==> src/rtl/uart_arb_pkg.sv <==
// Shared encodings for uart_tx_arbiter: FSM states, grant index width and frame tag base.
// The optional frame tag is enabled with UART_ARB_FRAME_TAG_EN.
package uart_arb_pkg;

  localparam int         GRANT_W  = 3;
  localparam logic [7:0] TAG_BASE = 8'hA0;

  typedef enum logic [2:0] {
    S_IDLE,
    S_TAG,
    S_ACCEPT,
    S_PULSE,
    S_SETTLE,
    S_WAIT
  } state_t;

endpackage

==> src/rtl/uart_tx_arbiter_rr_picker.sv <==
// Combinational round-robin priority: first valid requester after last_grant, with wrap-around.
module rr_picker
  import uart_arb_pkg::*;
#(
  parameter int NUM_REQ = 2
) (
  input  logic [NUM_REQ-1:0] req_valid,
  input  logic [GRANT_W-1:0] last_grant,
  output logic [GRANT_W-1:0] winner,
  output logic               found
);

  // NOTE: every output is given a default first, so no path leaves it unassigned and no latch is inferred.
  always_comb begin
    winner = '0;
    found  = 1'b0;
    for (int i = 1; i <= NUM_REQ; i++) begin
      for (int j = 0; j < NUM_REQ; j++) begin
        if (!found && req_valid[j] && (j == (int'(last_grant) + i) % NUM_REQ)) begin
          found  = 1'b1;
          winner = GRANT_W'(j);
        end
      end
    end
  end

endmodule

==> src/rtl/uart_tx_arbiter.sv <==
// Packet-granular round-robin arbiter sharing one uart_tx between NUM_REQ byte streams.
// Define UART_ARB_FRAME_TAG_EN to prefix every packet with a TAG_BASE|grant_id byte.
module uart_tx_arbiter
  import uart_arb_pkg::*;
#(
  parameter int NUM_REQ   = 2,
  parameter int STALL_MAX = 1023
) (
  input  logic                 clk,
  input  logic                 rst,
  input  logic [NUM_REQ-1:0]   req_valid,
  input  logic [NUM_REQ*8-1:0] req_data,
  input  logic [NUM_REQ-1:0]   req_last,
  output logic [NUM_REQ-1:0]   req_ready,
  output logic                 tx_enable,
  output logic [7:0]           tx_data,
  input  logic                 tx_busy,
  output logic [GRANT_W-1:0]   grant_id,
  output logic                 active,
  output logic                 stall_abort
);

  localparam int             CNT_W   = (STALL_MAX > 0) ? $clog2(STALL_MAX + 1) : 1;
  localparam logic [CNT_W-1:0] CNT_MAX = CNT_W'(STALL_MAX);

  state_t             state_q, state_d;
  logic [GRANT_W-1:0] grant_d;
  logic [GRANT_W-1:0] last_grant_q, last_grant_d;
  logic               active_d;
  logic [7:0]         tx_data_d;
  logic               last_flag_q, last_flag_d;
  logic               tag_sent_q, tag_sent_d;
  logic [CNT_W-1:0]   stall_cnt_q, stall_cnt_d, cnt_inc;
  logic               stall_abort_d;

  logic [GRANT_W-1:0] winner;
  logic               found;
  logic               sel_valid;
  logic [7:0]         sel_data;
  logic               sel_last;

  rr_picker #(
    .NUM_REQ (NUM_REQ)
  ) u_picker (
    .req_valid  (req_valid),
    .last_grant (last_grant_q),
    .winner     (winner),
    .found      (found)
  );

  // Grantee's lane and one-hot ready, both decoded from registered state only.
  always_comb begin
    sel_valid = 1'b0;
    sel_data  = 8'h00;
    sel_last  = 1'b0;
    req_ready = '0;
    for (int j = 0; j < NUM_REQ; j++) begin
      if (grant_id == GRANT_W'(j)) begin
        sel_valid    = req_valid[j];
        sel_data     = req_data[8*j +: 8];
        sel_last     = req_last[j];
        req_ready[j] = (state_q == S_ACCEPT);
      end
    end
  end

  assign tx_enable = (state_q == S_PULSE);
  assign cnt_inc   = (stall_cnt_q == CNT_MAX) ? stall_cnt_q : stall_cnt_q + 1'b1;

  always_comb begin
    state_d       = state_q;
    grant_d       = grant_id;
    last_grant_d  = last_grant_q;
    active_d      = active;
    tx_data_d     = tx_data;
    last_flag_d   = last_flag_q;
    tag_sent_d    = tag_sent_q;
    stall_cnt_d   = stall_cnt_q;
    stall_abort_d = 1'b0;

    case (state_q)
      S_IDLE: begin
        if (found) begin
          grant_d     = winner;
          active_d    = 1'b1;
          stall_cnt_d = '0;
`ifdef UART_ARB_FRAME_TAG_EN
          state_d     = S_TAG;
`else
          state_d     = S_ACCEPT;
`endif
        end
      end
      S_TAG: begin
        tx_data_d  = TAG_BASE | 8'(grant_id);
        tag_sent_d = 1'b1;
        state_d    = S_PULSE;
      end
      S_ACCEPT: begin
        if (sel_valid) begin
          tx_data_d   = sel_data;
          last_flag_d = sel_last;
          stall_cnt_d = '0;
          state_d     = S_PULSE;
        end else if (STALL_MAX != 0) begin
          stall_cnt_d = cnt_inc;
          if (cnt_inc == CNT_MAX) begin
            stall_abort_d = 1'b1;
            last_grant_d  = grant_id;
            active_d      = 1'b0;
            state_d       = S_IDLE;
          end
        end
      end
      S_PULSE:  state_d = S_SETTLE;
      // uart_tx raises busy one cycle after the pulse; busy is not trusted until WAIT.
      S_SETTLE: state_d = S_WAIT;
      S_WAIT: begin
        if (!tx_busy) begin
          if (tag_sent_q) begin
            tag_sent_d = 1'b0;
            state_d    = S_ACCEPT;
          end else if (last_flag_q) begin
            last_grant_d = grant_id;
            active_d     = 1'b0;
            state_d      = S_IDLE;
          end else begin
            state_d = S_ACCEPT;
          end
        end
      end
      default: state_d = S_IDLE;
    endcase
  end

  // NOTE: state registers use non-blocking assignments so every flop samples pre-edge values.
  always_ff @(posedge clk) begin
    if (rst) begin
      state_q      <= S_IDLE;
      grant_id     <= '0;
      last_grant_q <= GRANT_W'(NUM_REQ - 1);
      active       <= 1'b0;
      tx_data      <= 8'h00;
      last_flag_q  <= 1'b0;
      tag_sent_q   <= 1'b0;
      stall_cnt_q  <= '0;
      stall_abort  <= 1'b0;
    end else begin
      state_q      <= state_d;
      grant_id     <= grant_d;
      last_grant_q <= last_grant_d;
      active       <= active_d;
      tx_data      <= tx_data_d;
      last_flag_q  <= last_flag_d;
      tag_sent_q   <= tag_sent_d;
      stall_cnt_q  <= stall_cnt_d;
      stall_abort  <= stall_abort_d;
    end
  end

endmodule
==> config.mk <==
export PLATFORM = sky130hd
export DESIGN_NAME = uart_tx_arbiter
export DESIGN_NICKNAME = d
export VERILOG_FILES = /design/src/rtl/uart_arb_pkg.sv /design/src/rtl/uart_tx_arbiter_rr_picker.sv /design/src/rtl/uart_tx_arbiter.sv
export SDC_FILE = /design/constraint.sdc
export NUM_CORES = 1
export LEC_CHECK = 0
export ABC_AREA = 1
export BUFFER_PORTS_ARGS = -buffer_cell sky130_fd_sc_hd__buf_2
export CAP_MARGIN = 0
export CORE_MARGIN = 4
export CORE_UTILIZATION = 47
export CTS_CLUSTER_DIAMETER = 150
export DETAILED_ROUTE_END_ITERATION = 8
export MAX_ROUTING_LAYER = met4
export PLACE_DENSITY = 0.75
export RECOVER_POWER = 50
export SYNTH_ARGS = -nofsm -noshare
export SYNTH_HDL_FRONTEND = slang
export SYNTH_SLANG_ARGS = --single-unit
==> constraint.sdc <==
create_clock -name clk -period 1.7 [get_ports clk]
set_clock_uncertainty 0.1 [all_clocks]
set_input_delay 0.17 -clock clk [delete_from_list [all_inputs] [get_ports clk]]
set_output_delay 0.17 -clock clk [all_outputs]
set_load 0.02 [all_outputs]
* Word-level counts from Yosys, hierarchy flattened
Index checks and enable logic that the tools add are counted.
Word-level totals: input port bits 23, memory bits (read-only) 0, bits in latches 0, memories kept 0, RAM bits 0, output and inout bits 16, flip-flop bits (word level) 27, logic and storage cells 105
Cells by class: muxes and demuxes 44, bitwise gates (word level) 3, add/subtract/negate cells 3, order comparisons 0, equality and inequality tests 18, shifts and indexed selects 0, reduce and logical (&&, ||, !) cells 28, divide/modulo/power cells 0, $mul 0
Operators with widths (count):
- $logic_not A32 Y1 | 2
- $mux W10 | 3
- $mux W1 | 26
- $mux W8 | 3
- $eq A10 B10 Y1 const B | 2
- $pmux W10 S2 | 1
- $pmux W3 S6 | 1
- $pmux W8 S2 | 1
- $mux W3 | 4
- $ne A2 B2 Y1 const B | 6
- $add A10 B1 Y10 const B | 1
- $reduce_and A2 Y1 | 5
- $reduce_bool A2 Y1 | 4
- $logic_and A1 B1 Y1 | 7
- $reduce_and A7 Y1 | 1
- $eq A3 B2 Y1 const B | 2
- $eq A3 B3 Y1 const B | 2
- $logic_not A3 Y1 | 2
- $reduce_and A6 Y1 | 1
- $eq A2 B2 Y1 const A | 2
- $mux W2 | 2
- $pmux W1 S2 | 2
- $eq A3 B1 Y1 const B | 1
- $logic_not A1 Y1 | 3
- other kinds (10) | 12

* Longest topological paths before layout
Gate-level depths: netlist of the first run.
word-level depth 19, mapped depth 14, gate-level depth less buffers 14

* By module
From an unflattened synthesis of the first run, not the netlist that was laid out.
Unflattened totals: cell total of the unflattened synthesis 257, area, all modules 1756.7 µm²
By module, submodules not included:
- uart_tx_arbiter | sequential area each 620.6 µm², area an instance 1722.9 µm², instances 1, cells each 251
- rr_picker | sequential area each 0.0 µm², area an instance 33.8 µm², instances 1, cells each 6

* Worst setup path after synthesis of the first run
OpenSTA, ideal clock, no wires.
path type register to register, start point register state_q[2], end point register tx_data[0], cell stages (with the launch flop) 9, required time 1478 ps, data arrival time 1533 ps, path slack -54 ps, library setup time 122 ps, path buffers 0, period minus slack after synthesis 1754 ps, path through dfxtp_1 nor2_1 inv_1 nor2_2 inv_2 nor2_1 inv_1 o21ai_0 a21oi_1
Between the ends: cells in the longest elaborated chain, start to end 3, elaborated cells between the ends (all ways) 6, classes of those cells 3 x eq/ne; 1 x mux; 2 x reduce/logical
Ends and longest elaborated chain:
- start, declared | line uart_tx_arbiter.sv:26 | state_t state_q, state_d;
- start signal, assigned | line uart_tx_arbiter.sv:149 | state_q <= state_d;
- $eq A3 B2 Y1 / $eq A3 B1 Y1 (equally long branches) | line uart_tx_arbiter.sv:81 | case (state_q)
- $ne A2 B2 Y1 (no source line) / $reduce_bool A2 Y1 (equally long branches)
- $reduce_and A2 Y1 (no source line)
- end signal, assigned | line uart_tx_arbiter.sv:153 | tx_data <= tx_data_d;
- end, declared | line uart_tx_arbiter.sv:16 | output logic [7:0] tx_data,
Parallel ways exist; a longest one is shown, timed or not. A chain may end at the register's enable or synchronous reset.

* Worst setup path after layout of the first run
start point register stall_cnt_q[1], end point register active
Between the ends: cells in the longest elaborated chain, start to end 5, elaborated cells between the ends (all ways) 6, classes of those cells 1 x add/sub; 3 x eq/ne; 1 x mux; 1 x reduce/logical
Ends and longest elaborated chain:
- start, declared | line uart_tx_arbiter.sv:33 | logic [CNT_W-1:0] stall_cnt_q, stall_cnt_d, cnt_inc;
- start signal, assigned | line uart_tx_arbiter.sv:156 | stall_cnt_q <= stall_cnt_d;
- $add A10 B1 Y10 / $eq A10 B10 Y1 (equally long branches) | line uart_tx_arbiter.sv:68 | assign cnt_inc = (stall_cnt_q == CNT_MAX) ? stall_cnt_q : stall_cnt_q + 1'b1;
- $mux W10 * | line uart_tx_arbiter.sv:68
- $eq A10 B10 Y1 * | line uart_tx_arbiter.sv:107 | if (cnt_inc == CNT_MAX) begin
- $ne A2 B1 Y1 (no source line) *
- $reduce_and A7 Y1 (no source line) *
- end signal, assigned | line uart_tx_arbiter.sv:152 | active <= active_d;
- end, declared | line uart_tx_arbiter.sv:19 | output logic active,
Mark *: on every way between the ends. The rest lies on a longest branch, timed or not.

==> metrics.txt, run 1 <==
Yosys reg bits=27; diodes inserted=0; total power=about 1.6 mW; Worst R2R End=active; Die ar.=approximately 4200 sq um; total wire length=about 4400 um; min-delay src=req_data[3]; 1st-pass router iterations=4; maximum fanout along the worst path=5; final-layout fill cell count=between 200 and 300; initial DRC count=roughly 130; Async SR Flop Fraction=0%; Longest Clk Path Bufs=2; area share of the largest cell type after synthesis=35.6%; count leader, synth=nand2_1; leading area contributor after synthesis=dfxtp_1; ranking of synthesized cells by area=dfxtp_1 36%, nand2_1 11%, inv_1 8.9%; DP Wirelength=3100 um; Int Power=0.997 mW; Clock Latency Late Sink=around 330 ps; Worst Hold Depth=3; critical path capture point type=flop; Site Rows=20; setup ws final=-180 ps; Worst Hold End=tx_data[3]; RSZ-0062 raised after global routing=yes; Avg Inst Size Synth=6.67 sq um; synth warn=0; HP Class=primary input to flop; post-synthesis sequential area ratio=between 30 and 40%; CTS Sinks=27; Pins Over Slew Limit=0; Worst Path Required=roughly 1800 ps; Net Sw Frac=a little over a third; Post-synth top flop=dfxtp_1; CTS tree=done; failing checks=setup timing; Post-synth EDFFs=0; peak supply drop=about 0.47 mV; DRC viols=0; f_max=~530 MHz; Psw=0.573 mW; Synth Cell Area=about 1500 sq um; largest net degree at the start of global routing=17; Worst R2R Setup Slack=-180 ps; Global Route Usage Sum=22.4%; Synth cell types=29; layout cell share with drive strength beyond 1=a little under a third; startpoint types=flop; Final setup viols=6; grt ovf=0; vias per std cell=between 5 and 6; Die Wd=between 60 and 70 um; Flop pwr share=a little under half; initial antenna violation count=0; synth cell count leaders=45 x nand2_1, 36 x inv_1, 27 x dfxtp_1; R2R Path Start=stall_cnt_q[1]; Initial Utilization=approximately half; core area=~3100 sq um; reg2reg path depth=14; Post-Layout Cell Count=around 350; root buf cell=clkbuf_4; PwrDens=about 730 nW/um^2; cts bufs inserted=3; nets=327; final worst path period share=111%; Die Ht=roughly 65 um; first-pass GRT wire length=approximately 7400 um; port bufs=36; vias in the first global route=1749; post-route ant nets=0; status=finished with violations; Data arrival, critical path=just over 2000 ps; Final Hold Violating Endpoints=0; Avg WL per Cell=approximately 13 um; Vias=roughly 1800; I/O pin count=39; H-Tree Depth=1; WS Path Type=flop to flop; max cap viols=0; synthesis-to-layout area growth=40.8%; part of the power in combinational logic=35.0%; clock period minus worst slack=roughly 1900 ps; Post-Synthesis Cells=228; Clock transition at path regs=150 ps; routability-driven placement congestion ratio=0.931; Cell Count Post-Placement=approximately 330; clock share of power=approximately 18%; Leak Pwr=just over 0.9 nW
[layer usage]
layer,vias to the layer above,global-route usage [%],wire length [um]
met2,60,38.8,2210
li1,899,-,-
met1,820,27.4,1950
met4,0,5.80,27
met3,4,2.60,209
met5,-,-,0
[critical path: stages, from the launching register on]
cell	delay [ps]
dfxtp_2	380
ha_4	150
nand2_4	60
nor2_4	190
nand3_4	140
nand2_2	110
nand2_4	70
inv_2	60
nand2_1	70
nor2_2	110
nand3_1	100
nand2_1	80
nand2_1	60
nand2_1	60
a21oi_1	50
[cells in the final DEF (no fill, tap or decap)]
| cell type | instances |
|---|---|
| a21oi_1 | 13 |
| a22oi_1 | 5 |
| a31oi_1 | 2 |
| buf_2 | 25 |
| buf_4 | 28 |
| buf_6 | 3 |
| clkbuf_1 | 12 |
| clkbuf_4 | 3 |
| clkinv_1 | 1 |
| clkinvlp_4 | 1 |
| conb_1 | 2 |
| dfxtp_1 | 23 |
| dfxtp_2 | 4 |
| dlygate4sd3_1 | 4 |
| ha_4 | 1 |
| inv_1 | 36 |
| inv_2 | 2 |
| nand2_1 | 41 |
| nand2_2 | 5 |
| nand2_4 | 2 |
| nand3_1 | 19 |
| nand3_2 | 2 |
| nand3_4 | 1 |
| nand4_1 | 3 |
| nor2_1 | 15 |
| nor2_2 | 4 |
| nor2_4 | 6 |
| nor3_1 | 1 |
| nor3b_1 | 1 |
| nor4_2 | 1 |
| o21ai_0 | 17 |
| o21ai_1 | 4 |
| o21ai_2 | 2 |
| o21ai_4 | 1 |
| o22ai_1 | 9 |
| o41ai_1 | 1 |
| xor2_1 | 1 |
| xor2_2 | 1 |
[stage by stage]
step	instance area (sq um)	setup TNS, ps	hold WS [ps]	util (%)	worst slack [ps]
floorplan	1560	0	139	-	9.29
global placement	1940	-204	309	63.1	-89.7
detailed placement	1940	-425	306	63.1	-134
CTS	2110	-322	9.05	68.5	-110
global route	2140	-2860	39.7	69.6	-296
finish	2140	-797	6.42	69.6	-180
[cell type report]
class                           count  area [sq um]  area share, %
Timing Repair inverter              1          7.51          0.351
Clock buffer                        4          26.3           1.23
Inverter                           39           146           6.84
Tap cell                           44          55.1           2.57
Multi-Input combinational cell    160           910           42.5
Sequential cell                    27           546           25.5
Timing Repair Buffer               71           450           21.0
[worst max-delay path by stage]
stage / from / endpoint / slack (ps)
global route: stall_cnt_q[1] / last_grant_q[0] / -300
finish: stall_cnt_q[1] / active / -180
floorplan: stall_cnt_q[0] / last_grant_q[0] / 9
global placement: stall_cnt_q[1] / stall_abort / -90
detailed placement: stall_cnt_q[1] / active / -130
CTS: stall_cnt_q[1] / active / -110
[repair_timing]
action                     4_1_cts  5_1_grt
hold endpoints to repair         6        0
cloned                           1        1
pin swaps                        7        2
buffers inserted                 6        1
hold buffers                     4        0
setup endpoints to repair        6       17
resized for setup               11       14
[state kept, by name, summed over array words and instances (netlist names)]
name / flops
stall_abort: 1
stall_cnt_q: 10
grant_id: 1
state_q: 3
tx_data: 8
last_grant_q: 1
last_flag_q: 1
active: 1
tag_sent_q: 1
[cell families (layout without fill, tap and decap cells)]
logic type	count (synthesis)	count (layout)	share of synthesized area, %
XOR/XNOR	2	2	1.15
other	1	2	0.247
adder cells (fa/ha/maj)	1	1	0.823
AND/OR/NAND/NOR	100	101	30.5
flip-flops	27	27	35.6
buffers and inverters	43	115	11.4
AO/OA/AOI/OAI	54	54	20.2
[power groups by stage]
stage | Clock [mW] | Sequential (mW) | Combinational, mW
after floorplan | 0 | 0.797 | 0.251
after global placement | 0 | 0.741 | 0.483
after detailed placement | 0 | 0.743 | 0.487
after CTS | 0.289 | 0.730 | 0.524
after global routing | 0.310 | 0.740 | 0.612
final | 0.289 | 0.731 | 0.549
Power figures use the tool's default switching activity.
==> run 2, diff against run 1 <==
Settings changed: CORE_UTILIZATION 47 to 30, PLACE_DENSITY 0.75 to not set.
==> metrics.txt, run 2 (synthesis results as in run 1) <==
Pins Over Slew Limit=0 (unchanged); I/O pin count=39 (unchanged); critical path capture point type=flop (unchanged); status=finished with violations (unchanged); Post-Layout Cell Count=362 (was 346); initial DRC count=94 (was 126); Worst Path Required=1770 ps (was 1840 ps); vias per std cell=4.67 (was 5.15); f_max=544 MHz (was 532 MHz); CP Cell Sequence=ha_4 > nand2_4 > nor2_4 > nand3_2 > nand2_1 > inv_1 > nor2_2 > nand3_2 > o21ai_2 > nand2_1 > nand2_1 > nand3_1 (was ha_4 > nand2_4 > nor2_4 > nand3_4 > nand2_2 > nand2_4 > inv_2 > nand2_1 > nor2_2 > nand3_1 > nand2_1 > nand2_1 > nand2_1 > a21oi_1); grt ovf=0 (unchanged); Cell Count Post-Placement=349 (was 329); stages on the worst setup path=12 (was 14); Die ar.=6270 sq um (was 4210 sq um); max reg flops=10 (unchanged); met2 usage=21.6% (was 38.8%); Crit path top cell by count=nand2_1 (unchanged); Data arrival, critical path=1910 ps (was 2020 ps); Vias=1690 (was 1783); GR peak layer=met2 (unchanged); synthesis-to-layout area growth=39.2% (was 40.8%); cell family with most CP delay=simple AND/OR/NAND/NOR gates (unchanged); CP bufs+invs=1 (unchanged); pre-CTS setup slack=-151 ps (was -134 ps); HP Class=primary input to flop (unchanged); Avg WL per Cell=11.4 um (was 12.7 um); grt met1 use=17.5% (was 27.4%); Die Ht=79.2 um (was 64.9 um); Global Route Usage Sum=13.7% (was 22.4%); layout cell share with drive strength beyond 1=29.5% (was 30.5%); commonest non-fill, non-tap cell in the layout=nand2_1 (unchanged); routability-driven placement congestion ratio=0.895 (was 0.931); total wire length=4120 um (was 4390 um); CTS Sinks=27 (unchanged); initial antenna violation count=0 (unchanged); port bufs=36 (unchanged); met3 usage=3.17% (was 2.60%); Die Wd=79.2 um (was 64.9 um); DRC viols=0 (unchanged); failing checks=setup timing (unchanged); Clock transition at path regs=100 ps (was 150 ps); clock period minus worst slack=1840 ps (was 1880 ps); most frequent cells in the layout=42 x nand2_1, 34 x inv_1, 28 x buf_4, 25 x dfxtp_1, 24 x buf_2 (was 41 x nand2_1, 36 x inv_1, 28 x buf_4, 25 x buf_2, 23 x dfxtp_1); slowest CP cell=dfxtp_4 (was dfxtp_2); first-pass GRT wire length=6820 um (was 7420 um); startpoint types=flop (unchanged); cts bufs inserted=3 (unchanged); CTS tree=done (unchanged); peak supply drop=0.598 mV (was 0.471 mV); Final setup viols=3 (was 6); H-Tree Depth=1 (unchanged); RSZ-0062 raised after global routing=yes (unchanged); WS Path Type=flop to flop (unchanged); biggest regs=stall_cnt_q: 10 flops, tx_data: 8 flops, state_q: 3 flops (unchanged); setup ws final=-137 ps (was -180 ps); vias in the first global route=1574 (was 1749); Worst Hold Depth=2 (was 3); DP Wirelength=3100 um (about the same); reg2reg path depth=12 (was 14); largest net degree at the start of global routing=18 (was 17); fin util=43.9% (was 69.6%); PwrDens=778 nW/um^2 (was 733 nW/um^2); core area=4820 sq um (was 3080 sq um); final worst path period share=108% (was 111%); CP peak stage delay=370 ps (was 380 ps); Top reg by flops=stall_cnt_q (unchanged); Initial Utilization=31.6% (was 49.4%); Longest Clk Path Bufs=2 (unchanged); post-route ant nets=0 (unchanged); hold_buf cts=0 (was 4); Final Hold Violating Endpoints=0 (unchanged); final-layout fill cell count=529 (was 286); maximum fanout along the worst path=5 (unchanged); max cap viols=0 (unchanged); Sequential Area=548 sq um (was 546 sq um); diodes inserted=0 (unchanged); post-layout instance area=2120 sq um (was 2140 sq um); Site Rows=25 (was 20); Clock Latency Late Sink=280 ps (was 330 ps); area occupied by multi-input gates=897 sq um (was 910 sq um); 1st-pass router iterations=4 (unchanged); post-place instance area=1950 sq um (was 1940 sq um); Leak Pwr=0.905 nW (was 0.929 nW); nets=320 (was 327); Min Hold Slack=16.4 ps (was 6.42 ps); root buf cell=clkbuf_8 (was clkbuf_4)
## run 2: power breakdown
group | internal [mW] | switching, mW
registers | 0.694 | 0.0331
clock network | 0.172 | 0.217
logic | 0.203 | 0.328
## run 2: final cells by class
| type | count | share of cell area, % |
|---|---|---|
| Clock inverter | 1 | 0.414 |
| Timing Repair Buffer | 64 | 18.1 |
| Multi-Input combinational cell | 160 | 42.4 |
| Tap cell | 67 | 3.96 |
| Timing Repair inverter | 1 | 0.355 |
| Sequential cell | 27 | 25.9 |
| Inverter | 39 | 6.92 |
| Clock buffer | 3 | 1.95 |
## run 2: path summary, 6_finish.rpt
| check | from | slack [ps] | endpoint |
|---|---|---|---|
| min reg2reg | active | 360 | active |
| min | rst | 20 | active |
| max | stall_cnt_q[0] | -140 | last_grant_q[0] |
| max reg2reg | stall_cnt_q[0] | -140 | last_grant_q[0] |
## run 2: repair_timing
action	CTS	global route
endpoints found under the setup margin	5	14
buffers inserted	2	5
cloned	1	1
endpoints found under the hold margin	0	0
resized for setup	10	9
pin swaps	7	3
## run 2: per-layer routing
layer,vias to the layer above,share of wire [%]
met2,49,47
met3,6,5.7
met5,-,0
met4,0,1.3
li1,884,-
met1,751,46
## run 2: worst register-to-register path, stage by stage (launching register included)
cell and delay [ps]:
dfxtp_4 370, ha_4 140, nand2_4 60, nor2_4 200
nand3_2 180, nand2_1 150, inv_1 70, nor2_2 90
nand3_2 80, o21ai_2 130, nand2_1 60, nand2_1 50
nand3_1 50
## run 2: per-stage QoR
| step | power, mW | setup TNS [ps] |
|---|---|---|
| after detailed placement | 1.21 | -383 |
| after CTS | 1.63 | -276 |
| final | 1.65 | -355 |
| after global placement | 1.21 | -312 |
| after global routing | 1.77 | -1790 |
| after floorplan | 1.05 | 0 |
